### src/rtl/mul_div_pkg.sv
// Shared definitions for the integer mul/div functional unit.
package mul_div_pkg;

  localparam int unsigned XLEN = 32;

  typedef enum logic [1:0] {
    IDLE  = 2'd0,
    CALC  = 2'd1,
    FIXUP = 2'd2
  } state_t;

  // RV32M funct3 encodings for the divide group
  localparam logic [2:0] FUNCT3_DIV  = 3'b100;
  localparam logic [2:0] FUNCT3_DIVU = 3'b101;
  localparam logic [2:0] FUNCT3_REM  = 3'b110;
  localparam logic [2:0] FUNCT3_REMU = 3'b111;

endpackage

### src/rtl/div_sign_fix.sv
// Final quotient/remainder selection: special-case forcing and sign restoration.
module div_sign_fix
  import mul_div_pkg::*;
#(
  parameter int unsigned WIDTH = XLEN
) (
  input  logic [WIDTH-1:0] q_raw,
  input  logic [WIDTH-1:0] r_raw,
  input  logic [WIDTH-1:0] dividend,
  input  logic             neg_q,
  input  logic             neg_r,
  input  logic             div_zero,
  input  logic             sign_ovf,
  output logic [WIDTH-1:0] quot_c,
  output logic [WIDTH-1:0] rem_c
);

  localparam logic [WIDTH-1:0] MIN_NEG = {1'b1, {(WIDTH-1){1'b0}}};

  // Divide-by-zero outranks overflow, which outranks the normal sign fix
  always_comb begin
    quot_c = q_raw;
    rem_c  = r_raw;
    if (div_zero) begin
      quot_c = '1;
      rem_c  = dividend;
    end else if (sign_ovf) begin
      quot_c = MIN_NEG;
      rem_c  = '0;
    end else begin
      quot_c = neg_q ? ('0 - q_raw) : q_raw;
      rem_c  = neg_r ? ('0 - r_raw) : r_raw;
    end
  end

endmodule

### src/rtl/seq_divider.sv
// Radix-2 restoring divider for DIV/DIVU/REM/REMU, one quotient bit per cycle.
// DIV_FAST_SPECIAL_EN: divide-by-zero and signed overflow skip CALC entirely.
module seq_divider
  import mul_div_pkg::*;
#(
  parameter int unsigned WIDTH = XLEN
) (
  input  logic             clk,
  input  logic             reset_n,
  input  logic [WIDTH-1:0] SrcA,
  input  logic [WIDTH-1:0] SrcB,
  input  logic             is_signed,
  input  logic             start,
  output logic [WIDTH-1:0] Quot,
  output logic [WIDTH-1:0] Rem,
  output logic             busy,
  output logic             done
);

  localparam int unsigned CW = $clog2(WIDTH + 1);
  localparam logic [WIDTH-1:0] MIN_NEG = {1'b1, {(WIDTH-1){1'b0}}};

  state_t state, state_nxt;

  logic [WIDTH-1:0] r_q, q_q, d_mag_q, dividend_q;
  logic [CW-1:0]    cnt_q;
  logic             neg_q_q, neg_r_q, div_zero_q, sign_ovf_q;

  logic             a_neg_c, b_neg_c, div_zero_c, sign_ovf_c;
  logic [WIDTH-1:0] a_mag_c, b_mag_c;
  logic [WIDTH:0]   trial_c;
  logic [WIDTH-1:0] quot_c, rem_c;
  logic             load_c, step_c, finish_c;

  // Operand magnitudes and special-case detection on the incoming request
  assign a_neg_c    = is_signed & SrcA[WIDTH-1];
  assign b_neg_c    = is_signed & SrcB[WIDTH-1];
  assign a_mag_c    = a_neg_c ? ('0 - SrcA) : SrcA;
  assign b_mag_c    = b_neg_c ? ('0 - SrcB) : SrcB;
  assign div_zero_c = (SrcB == '0);
  assign sign_ovf_c = is_signed && (SrcA == MIN_NEG) && (SrcB == '1);

  // Full-width trial subtract so divisors above 2^(WIDTH-1) are handled
  assign trial_c = {r_q, q_q[WIDTH-1]} - {1'b0, d_mag_q};

  always_ff @(posedge clk or negedge reset_n) begin
    if (!reset_n) state <= IDLE;
    else          state <= state_nxt;
  end

  always_comb begin
    state_nxt = state;
    case (state)
      IDLE: begin
        if (start) begin
`ifdef DIV_FAST_SPECIAL_EN
          state_nxt = (div_zero_c || sign_ovf_c) ? FIXUP : CALC;
`else
          state_nxt = CALC;
`endif
        end
      end
      CALC:    if (cnt_q == CW'(1)) state_nxt = FIXUP;
      FIXUP:   state_nxt = IDLE;
      default: state_nxt = IDLE;
    endcase
  end

  always_comb begin
    load_c   = 1'b0;
    step_c   = 1'b0;
    finish_c = 1'b0;
    case (state)
      IDLE:    load_c   = start;
      CALC:    step_c   = 1'b1;
      FIXUP:   finish_c = 1'b1;
      default: ;
    endcase
  end

  div_sign_fix #(.WIDTH(WIDTH)) u_sign_fix (
    .q_raw    (q_q),
    .r_raw    (r_q),
    .dividend (dividend_q),
    .neg_q    (neg_q_q),
    .neg_r    (neg_r_q),
    .div_zero (div_zero_q),
    .sign_ovf (sign_ovf_q),
    .quot_c   (quot_c),
    .rem_c    (rem_c)
  );

  always_ff @(posedge clk or negedge reset_n) begin
    if (!reset_n) begin
      r_q        <= '0;
      q_q        <= '0;
      d_mag_q    <= '0;
      dividend_q <= '0;
      cnt_q      <= '0;
      neg_q_q    <= 1'b0;
      neg_r_q    <= 1'b0;
      div_zero_q <= 1'b0;
      sign_ovf_q <= 1'b0;
      Quot       <= '0;
      Rem        <= '0;
      busy       <= 1'b0;
      done       <= 1'b0;
    end else begin
      done <= 1'b0;
      if (load_c) begin
        r_q        <= '0;
        q_q        <= a_mag_c;
        d_mag_q    <= b_mag_c;
        dividend_q <= SrcA;
        cnt_q      <= CW'(WIDTH);
        neg_q_q    <= a_neg_c ^ b_neg_c;
        neg_r_q    <= a_neg_c;
        div_zero_q <= div_zero_c;
        sign_ovf_q <= sign_ovf_c;
        busy       <= 1'b1;
      end
      if (step_c) begin
        if (!trial_c[WIDTH]) begin
          r_q <= trial_c[WIDTH-1:0];
          q_q <= {q_q[WIDTH-2:0], 1'b1};
        end else begin
          r_q <= {r_q[WIDTH-2:0], q_q[WIDTH-1]};
          q_q <= {q_q[WIDTH-2:0], 1'b0};
        end
        cnt_q <= cnt_q - CW'(1);
      end
      if (finish_c) begin
        Quot <= quot_c;
        Rem  <= rem_c;
        done <= 1'b1;
        busy <= 1'b0;
      end
    end
  end

endmodule

### config.mk
export PLATFORM = sky130hd
export DESIGN_NAME = seq_divider
export DESIGN_NICKNAME = d
export VERILOG_FILES = /design/src/rtl/mul_div_pkg.sv /design/src/rtl/div_sign_fix.sv /design/src/rtl/seq_divider.sv
export SDC_FILE = /design/constraint.sdc
export NUM_CORES = 1
export LEC_CHECK = 0
export BUFFER_PORTS_ARGS = -buffer_cell sky130_fd_sc_hd__buf_2
export CORE_MARGIN = 8
export CORE_UTILIZATION = 35
export DETAILED_ROUTE_END_ITERATION = 10
export PLACE_DENSITY_LB_ADDON = 0.08
export SLEW_MARGIN = 30
export SYNTH_ARGS = -nofsm -noshare
export SYNTH_HDL_FRONTEND = slang
export SYNTH_SLANG_ARGS = --single-unit
### constraint.sdc
create_clock -name clk -period 4.4 [get_ports clk]
set_input_delay 0.66 -clock clk [delete_from_list [all_inputs] [get_ports clk]]
set_output_delay 0.66 -clock clk [all_outputs]
set_load 0.05 [all_outputs]
# Yosys cells after proc, flatten, opt, wreduce, memory -nomap -nowiden
# Cells that the tools add are included.
dict set report totals {
  regBits 206
  in_bits 68
  output_inout_bits 66
  word_cells 62
}
dict set report classes {
  n_addsub 6
  n_eq_ne 7
  n_mux 25
  bitwise 3
  n_reduce_logical 7
}
# op n
set ops {}
lappend ops {{$mux W32} 13}
lappend ops {{$sub A1 B32 Y32 const A} 4}
lappend ops {{$eq A32 B32 Y1 const B} 2}
lappend ops {{$sub A33 B32 Y33} 1}
lappend ops {{$logic_not A32 Y1} 1}
lappend ops {{$mux W6} 2}
lappend ops {{$mux W1} 7}
lappend ops {{$eq A6 B1 Y1 const B} 1}
lappend ops {{$sub A6 B1 Y6 const B} 1}
lappend ops {{$mux W2} 2}
lappend ops {{$ne A2 B2 Y1 const B} 2}
lappend ops {{$pmux W2 S2} 1}
lappend ops {{$reduce_bool A2 Y1} 2}
lappend ops {{$and A1 B1 Y1} 2}
lappend ops {{$eq A2 B1 Y1 const B} 1}
lappend ops {{$eq A2 B2 Y1 const B} 1}
lappend ops {{$logic_and A1 B1 Y1} 2}
lappend ops {{$logic_not A2 Y1} 1}
lappend ops {{$reduce_and A2 Y1} 1}
lappend ops {{$xor A1 B1 Y1} 1}

# Longest topological paths before layout
# Gate-level depths: netlist of the first run.
dict set report logic_depth {
  depth_word 4
  ltp_mapped 13
}

# By module
# Synthesis of the first run repeated with hierarchy kept, for this count alone.
dict set report unflattened {
  hier_cells 1629
  hier_area_um2 13969.6
}
# module instances cells_per_inst area_each_um2 seq_area_each_um2
set modules_own_cells {}
lappend modules_own_cells {seq_divider 1 1199 11318.4 5154.9}
lappend modules_own_cells {div_sign_fix 1 430 2651.3 0.0}

# Worst setup path after synthesis of the first run
# Ideal clock, no wire load.
dict set report synth_path {
  path_kind {reg-to-reg}
  startpoint {register q_q[31]}
  endpoint {register r_q[19]}
  setup_time_ns 0.132
  t_arrival_ns 3.268
  required_time_ns 4.268
  slack_ns 1.000
  stages_incl_launch_ff 14
  n_path_buf 1
  period_less_slack_ns 3.400
  cell_sequence {dfrtp_1 -> inv_1 -> ha_1 -> fa_1 -> nand2b_1 -> a211oi_1 -> o211ai_1 -> a21oi_1 -> a2111oi_0 -> nor3_1 -> xor2_1 -> buf_4 -> mux2i_1 -> o21ai_1}
}
dict set report synth_via {
  elab_chain_cells 3
}
# element line
set synth_lines {}
lappend synth_lines {{start: declaration} seq_divider.sv:25} ;# logic [WIDTH-1:0] r_q, q_q, d_mag_q, dividend_q;
lappend synth_lines {{start signal: assignment} seq_divider.sv:112} ;# q_q <= a_mag_c;
lappend synth_lines {{start signal: assignment} seq_divider.sv:125} ;# q_q <= {q_q[WIDTH-2:0], 1'b1};
lappend synth_lines {{start signal: assignment} seq_divider.sv:128} ;# q_q <= {q_q[WIDTH-2:0], 1'b0};
lappend synth_lines {{$sub A33 B32 Y33} seq_divider.sv:44} ;# assign trial_c = {r_q, q_q[WIDTH-1]} - {1'b0, d_mag_q};
lappend synth_lines {{$mux W32} seq_divider.sv:123} ;# if (!trial_c[WIDTH]) begin
lappend synth_lines {{$mux W32} seq_divider.sv:122} ;# if (step_c) begin
lappend synth_lines {{end signal: assignment} seq_divider.sv:124} ;# r_q <= trial_c[WIDTH-1:0];
lappend synth_lines {{end signal: assignment} seq_divider.sv:127} ;# r_q <= {r_q[WIDTH-2:0], q_q[WIDTH-1]};
lappend synth_lines {{end: declaration} seq_divider.sv:25}
# No other way between the ends.
# A chain may end at the register's enable or synchronous reset.

# Final worst setup path of the first run
dict set report layout_path {
  startpoint {register q_q[31]}
  endpoint {register r_q[27]}
}
# Same word-level chain as after synthesis.

==> impl_metrics.env, run 1 <==
export IMPL_tritoncts="yes"
export IMPL_buffer_ports_inserted=133
export IMPL_chipWidth_um=206
export IMPL_global_route_usage_total=0.184
export IMPL_critPathMaxFanout=25
export IMPL_place_detailed_hpwl_um=28900
export IMPL_holdBufCountCts=0
export IMPL_tns_ns=0
export IMPL_drt_wl_total_um=38800
export IMPL_die_y_um=206
export IMPL_setup_violations_final=0
export IMPL_timing_critical_path_from="q_q[31]"
export IMPL_rr_endpoint="r_q[27]"
export IMPL_crit_end_category="flip-flop"
export IMPL_drt_iter0_markers=540
export IMPL_worstHoldPathType="primary input to async pin"
export IMPL_die_area_sq_um=42600
export IMPL_synthCells=1461
export IMPL_i_o_pin_total=134
export IMPL_dr_total_vias=10800
export IMPL_multiInputGateArea_sq_um=7050
export IMPL_timing_hold_violations_final=0
export IMPL_cp_start_kind="flip-flop"
export IMPL_cts_repair_resized=0
export IMPL_synth_main_ff_cell="dfrtp_1"
export IMPL_n_diodes=0
export IMPL_setup_worst_path_class="flip-flop to flip-flop"
export IMPL_areal_power_density_over_the_cells_nw_per_um2=891
export IMPL_max_slew_violation_count=0
export IMPL_run_status="complete, no violations"
export IMPL_mostFrequentLayoutCell="nand2_1"
export IMPL_wire_length_of_the_first_global_routing_pass_um=62500
export IMPL_drcViolationCount=0
export IMPL_p_leak_nw=6.65
export IMPL_yosys_cell_types_count=69
export IMPL_rr_startpoint="q_q[31]"
export IMPL_finalWorstPathRequiredPeriod_ns=3.74
export IMPL_syn_avg_cell_area_sq_um=8.69
export IMPL_cts_root_buffer="clkbuf_16"
export IMPL_count_of_flip_flops_with_a_built_in_enable_after_synthesis=0
export IMPL_worst_r2r_path_depth=13
export IMPL_globalRouteOverflowTotal=0
export IMPL_post_drt_wl_per_cell_um=19.0
export IMPL_reg2reg_setup_slack_ns=0.66
export IMPL_cp_endpoint="r_q[27]"
export IMPL_skew_ns=0.0142
export IMPL_crit_required_ns=4.86
export IMPL_syn_to_final_growth_pct=16.0
export IMPL_maxCapViolations=0
export IMPL_drive_gt1_frac=0.141
export IMPL_floorplan_core_area_sq_um=35700
export IMPL_clockBufferDepth=3
export IMPL_mostFrequentLayoutCells="235 x nand2_1, 204 x dfrtp_1, 142 x nor2_1"
export IMPL_yosys_warnings=0
export IMPL_fin_nets=1671
export IMPL_fmax_mhz=267
export IMPL_clk_transition_reported_paths_ns=0.06
export IMPL_start_util=0.356
export IMPL_rows=69
export IMPL_vias_per_cell=5.28
export IMPL_min_period_over_period=0.850
export IMPL_max_vdd_ir_drop_mv=0.520
export IMPL_first_global_vias=11100
export IMPL_route_antenna_remaining_nets=0
export IMPL_gp_congestion=0.849
export IMPL_worst_pin_slew_ns=0.919
export IMPL_seq_area_sq_um=5160
export IMPL_h_tree_depth=1
export IMPL_numCtsBuffers=26
export IMPL_relSlewSlack=0.387
export IMPL_grt_setup_unrepaired="no"
export IMPL_cts_sinks=206
export IMPL_insertion_delay_ns=0.54
export IMPL_synth_async_sr_flop_share=1.00
export IMPL_drt_pass1_iter_count=5
export IMPL_synth_seq_cells=206
export IMPL_synth_seq_area_share=0.406
export IMPL_post_cts_buffers=0
export IMPL_grt_max_degree=110
export IMPL_syn_nets=1569
export IMPL_grt_antenna_before_repair=0
export IMPL_fill_cells=3706
export IMPL_power_total_mw=13.1
export IMPL_critical_path_at_ns=4.20
export IMPL_syn_area_sq_um=12700
==> cell usage after synthesis, types with 3 or more instances <==
cell type	number	area, sq um
a2111oi_0	3	26.3
a211oi_1	6	45.0
a21o_1	14	105
a21oi_1	59	295
a221o_1	7	70.1
a221oi_1	28	245
a22oi_1	28	210
a31oi_1	5	31.3
a32oi_1	9	78.8
and2_1	8	50.1
and3_1	3	18.8
buf_1	7	26.3
clkbuf_1	65	244
dfrtp_1	206	5150
ha_1	39	488
inv_1	52	195
mux2i_1	22	220
nand2_1	235	882
nand2b_1	8	50.1
nand3_1	15	75.1
nand4_1	11	68.8
nor2_1	143	537
nor2b_1	7	43.8
nor3_1	16	80.1
nor3b_1	3	22.5
nor4_1	7	43.8
o211ai_1	5	37.5
o21a_1	10	75.1
o21ai_0	83	415
o21ai_1	66	330
o22a_1	15	131
o31ai_1	32	240
o41ai_1	17	149
or2_1	5	31.3
or3_1	11	68.8
or3_4	4	45.0
or4_1	16	120
or4_4	5	56.3
xnor2_1	85	744
xor2_1	63	552
==> through the flow <==
step	hold slack, ns	setup slack, ns	utilization	instances	area (sq um)
2_1_floorplan	0.364	1.00	-	1461	12700
6_report	0.171	0.658	0.413	2043	14700
4_1_cts	0.258	0.642	0.413	2043	14700
3_5_place_dp	0.452	0.649	0.388	1996	13800
5_1_grt	0.241	0.258	0.413	2043	14700
3_3_place_gp	0.445	0.722	0.387	1996	13800
==> worst min path at each step <==
stage	endpoint	slack, ns	cells after the start
6_report	done	0.17	1
5_1_grt	Quot[2]	0.24	1
4_1_cts	Quot[4]	0.26	1
3_5_place_dp	Quot[11]	0.45	2
3_3_place_gp	Quot[11]	0.45	2
2_1_floorplan	Quot[0]	0.36	0
==> area by class of cell <==
class,instances,share of cell area
Clock inverter,5,0.00552
Multi-Input combinational cell,1124,0.479
Inverter,53,0.0135
Timing Repair Buffer,152,0.0573
Tap cell,461,0.0392
Sequential cell,206,0.350
Clock buffer,42,0.0558
==> power breakdown <==
group / switching (mW) / internal (mW)
combinational: 4.38 / 2.84
clock: 0.853 / 1.39
sequential: 0.914 / 2.76
total: 6.14 / 6.98
==> registers in the layout (all words and copies together), names as in the netlist <==
register and cells:
neg_q_q 1, q_q 32, div_zero_q 1, dividend_q 32, cnt_q 6, Quot 32
busy 1, done 1, sign_ovf_q 1, neg_r_q 1, Rem 32, state 2
d_mag_q 32, r_q 32
==> metal layers <==
| layer | up-vias | track usage | share of wire |
|---|---|---|---|
| li1 | 5377 | - | - |
| met3 | 42 | 0.0257 | 0.041 |
| met1 | 5196 | 0.248 | 0.47 |
| met2 | 180 | 0.307 | 0.47 |
| met5 | - | 0 | 0 |
| met4 | 0 | 0.0424 | 0.017 |
==> kinds of logic after synthesis <==
group,share of synthesized area
AND/OR/NAND/NOR,0.183
AO/OA/AOI/OAI,0.210
flip-flops,0.406
XOR/XNOR,0.102
buffers and inverters,0.0417
adder cells (fa/ha/maj),0.0400
multiplexers,0.0173
==> worst max-delay path, stage by stage (launching register included) <==
cell and delay (ns):
dfrtp_1 0.35, inv_1 0.09, ha_1 0.23, fa_1 0.39
nand2b_1 0.20, a211oi_1 0.37, o211ai_1 0.22, a21oi_1 0.26
a2111oi_0 0.14, nor3_1 0.51, xor2_2 0.22, buf_12 0.23
nand2_1 0.23, o21ai_1 0.23
No activity file was read; power rests on OpenSTA's default activity.
==> inputs of run 2 (changes only) <==
Clock period 4.4 ns to 3.8 ns, I/O delays scaled along.
==> run 2 against run 1 <==
  * Flip-flop and latch count unchanged
  * Sequential share of layout area decreased by 0.44 points
  * Core utilization increased by 0.52 points
  * Die area unchanged
  * Global-route usage increased by 0.13 points
  * Critical endpoint is now r_q[29]
==> impl_metrics.env, run 2 (same netlist as run 1, synthesis figures left out) <==
export IMPL_total_switching_power_mw=7.15
export IMPL_rr_endpoint="r_q[29]"
export IMPL_numCtsBuffers=26
export IMPL_timing_hold_ws_ns=0.0751
export IMPL_floorplan_core_area_sq_um=35700
export IMPL_route_antenna_remaining_nets=0
export IMPL_clk_transition_reported_paths_ns=0.06
export IMPL_drive_gt1_frac=0.149
export IMPL_i_o_pin_total=134
export IMPL_cts_sinks=206
export IMPL_post_route_cell_area_sq_um=14900
export IMPL_grt_setup_unrepaired="no"
export IMPL_drt_iter0_markers=574
export IMPL_critical_path_at_ns=3.90
export IMPL_cts_root_buffer="clkbuf_16"
export IMPL_syn_to_final_growth_pct=17.5
export IMPL_p_int_mw=8.36
export IMPL_grt_antenna_before_repair=3
export IMPL_setup_violations_final=0
export IMPL_gp_congestion=0.865
export IMPL_drcViolationCount=0
export IMPL_timing_hold_violations_final=0
export IMPL_globalRouteOverflowTotal=0
export IMPL_max_slew_violation_count=0
export IMPL_rr_startpoint="q_q[31]"
export IMPL_start_util=0.356
export IMPL_slowest_stage="fa_1"
export IMPL_h_tree_depth=1
export IMPL_p_leak_nw=6.75
export IMPL_vias_per_cell=5.23
export IMPL_drt_wl_total_um=39100
export IMPL_core_occupancy_in_the_finished_layout=0.418
export IMPL_chipWidth_um=206
export IMPL_dr_total_vias=10800
export IMPL_fin_nets=1689
export IMPL_fmax_mhz=291
export IMPL_holdBufCountCts=0
export IMPL_first_global_vias=11100
export IMPL_crit_end_category="flip-flop"
export IMPL_cts_repair_resized=0
export IMPL_areal_power_density_over_the_cells_nw_per_um2=1040
export IMPL_post_cts_buffers=0
export IMPL_seq_power_share=0.272
export IMPL_post_drt_wl_per_cell_um=19.0
export IMPL_setup_worst_path_class="flip-flop to flip-flop"
export IMPL_min_period_over_period=0.904
export IMPL_skew_ns=0.00759
export IMPL_insertion_delay_ns=0.54
export IMPL_maxCapViolations=0
export IMPL_mostFrequentLayoutCell="nand2_1"
export IMPL_place_detailed_hpwl_um=29300
export IMPL_run_status="complete, no violations"
export IMPL_finalWorstPathRequiredPeriod_ns=3.44
export IMPL_grt_max_degree=88
export IMPL_die_area_sq_um=42600
export IMPL_critPathMaxFanout=25
export IMPL_crit_required_ns=4.26
export IMPL_cp_start_kind="flip-flop"
export IMPL_worst_path_stages=14
export IMPL_power_share_combinational=0.549
export IMPL_critical_path_top_delay_family="compound AO/OA/AOI/OAI gates"
export IMPL_tns_ns=0
export IMPL_wire_length_of_the_first_global_routing_pass_um=62800
export IMPL_worst_r2r_path_depth=14
export IMPL_p_sw_frac=0.461
export IMPL_mostFrequentLayoutCells="235 x nand2_1, 205 x dfrtp_1, 142 x nor2_1"
export IMPL_relSlewSlack=0.358
export IMPL_max_vdd_ir_drop_mv=0.714
export IMPL_worst_pin_slew_ns=0.963
export IMPL_drt_pass1_iter_count=5
export IMPL_rows=69
export IMPL_clockBufferDepth=3
export IMPL_buffer_ports_inserted=133
export IMPL_post_dp_area_sq_um=13900
export IMPL_tritoncts="yes"
export IMPL_die_y_um=206
export IMPL_slowest_delay_ns=0.40
export IMPL_timing_critical_path_cells="inv_1 -> ha_1 -> fa_1 -> nand2b_1 -> a211oi_1 -> o211ai_1 -> a21oi_1 -> a2111oi_0 -> nor3_1 -> buf_4 -> xor2_2 -> buf_12 -> nand2_1 -> o21ai_1"
export IMPL_reg2reg_setup_slack_ns=0.36
export IMPL_worstHoldPathType="primary input to async pin"
export IMPL_worst_path_buf_inv=3
export IMPL_power_share_clock=0.179
export IMPL_global_route_usage_total=0.185
run 2: area by class of cell:
class / count / area [sq um]
Antenna cell: 3 / 7.51
Clock buffer: 37 / 743
Clock inverter: 11 / 211
Fill cell: 3617 / 20700
Inverter: 53 / 199
Multi-Input combinational cell: 1124 / 7040
Sequential cell: 206 / 5160
Tap cell: 461 / 577
Timing Repair Buffer: 170 / 977
run 2: worst max-delay path by stage:
stage / from / endpoint / slack [ns]
2_1_floorplan: q_q[31] / r_q[19] / 0.40
3_3_place_gp: SrcB[0] / d_mag_q[30] / 0.18
3_5_place_dp: SrcB[0] / d_mag_q[30] / 0.11
4_1_cts: q_q[31] / r_q[29] / 0.29
5_1_grt: q_q[31] / r_q[30] / 0.06
6_report: q_q[31] / r_q[29] / 0.36
run 2: metal layers:
metal	wire length (um)	track usage	share of wire	vias up
met5	0	0	0	-
met4	756	0.0483	0.019	0
met3	1510	0.0199	0.038	44
met2	18300	0.307	0.47	196
met1	18600	0.253	0.47	5107
li1	-	-	-	5450
run 2: power by group through the flow:
stage | logic [mW] | registers, mW | clock network (mW)
global placement | 8.54 | 4.23 | 0
floorplan | 5.68 | 4.80 | 0
detailed placement | 8.59 | 4.25 | 0
global route | 9.53 | 4.39 | 2.93
finish | 8.52 | 4.22 | 2.77
CTS | 8.62 | 4.22 | 2.85
run 2: per-stage QoR:
stage,setup WS (ns),power (mW),instances
after floorplan,0.400,10.5,1461
after global placement,0.176,12.8,2014
after detailed placement,0.114,12.8,2014
after CTS,0.288,15.7,2062
after global routing,0.0592,16.9,2065
final,0.363,15.5,2065
run 2: worst register-to-register path, delay by kind of cell (launching register included):
| kind | cells | cell delay [ns] |
|---|---|---|
| AND/OR/NAND/NOR | 3 | 0.64 |
| AO/OA/AOI/OAI | 5 | 1.13 |
| flip-flops | 1 | 0.34 |
| XOR/XNOR | 1 | 0.18 |
| adder cells (fa/ha/maj) | 2 | 0.63 |
| buffers and inverters | 3 | 0.44 |
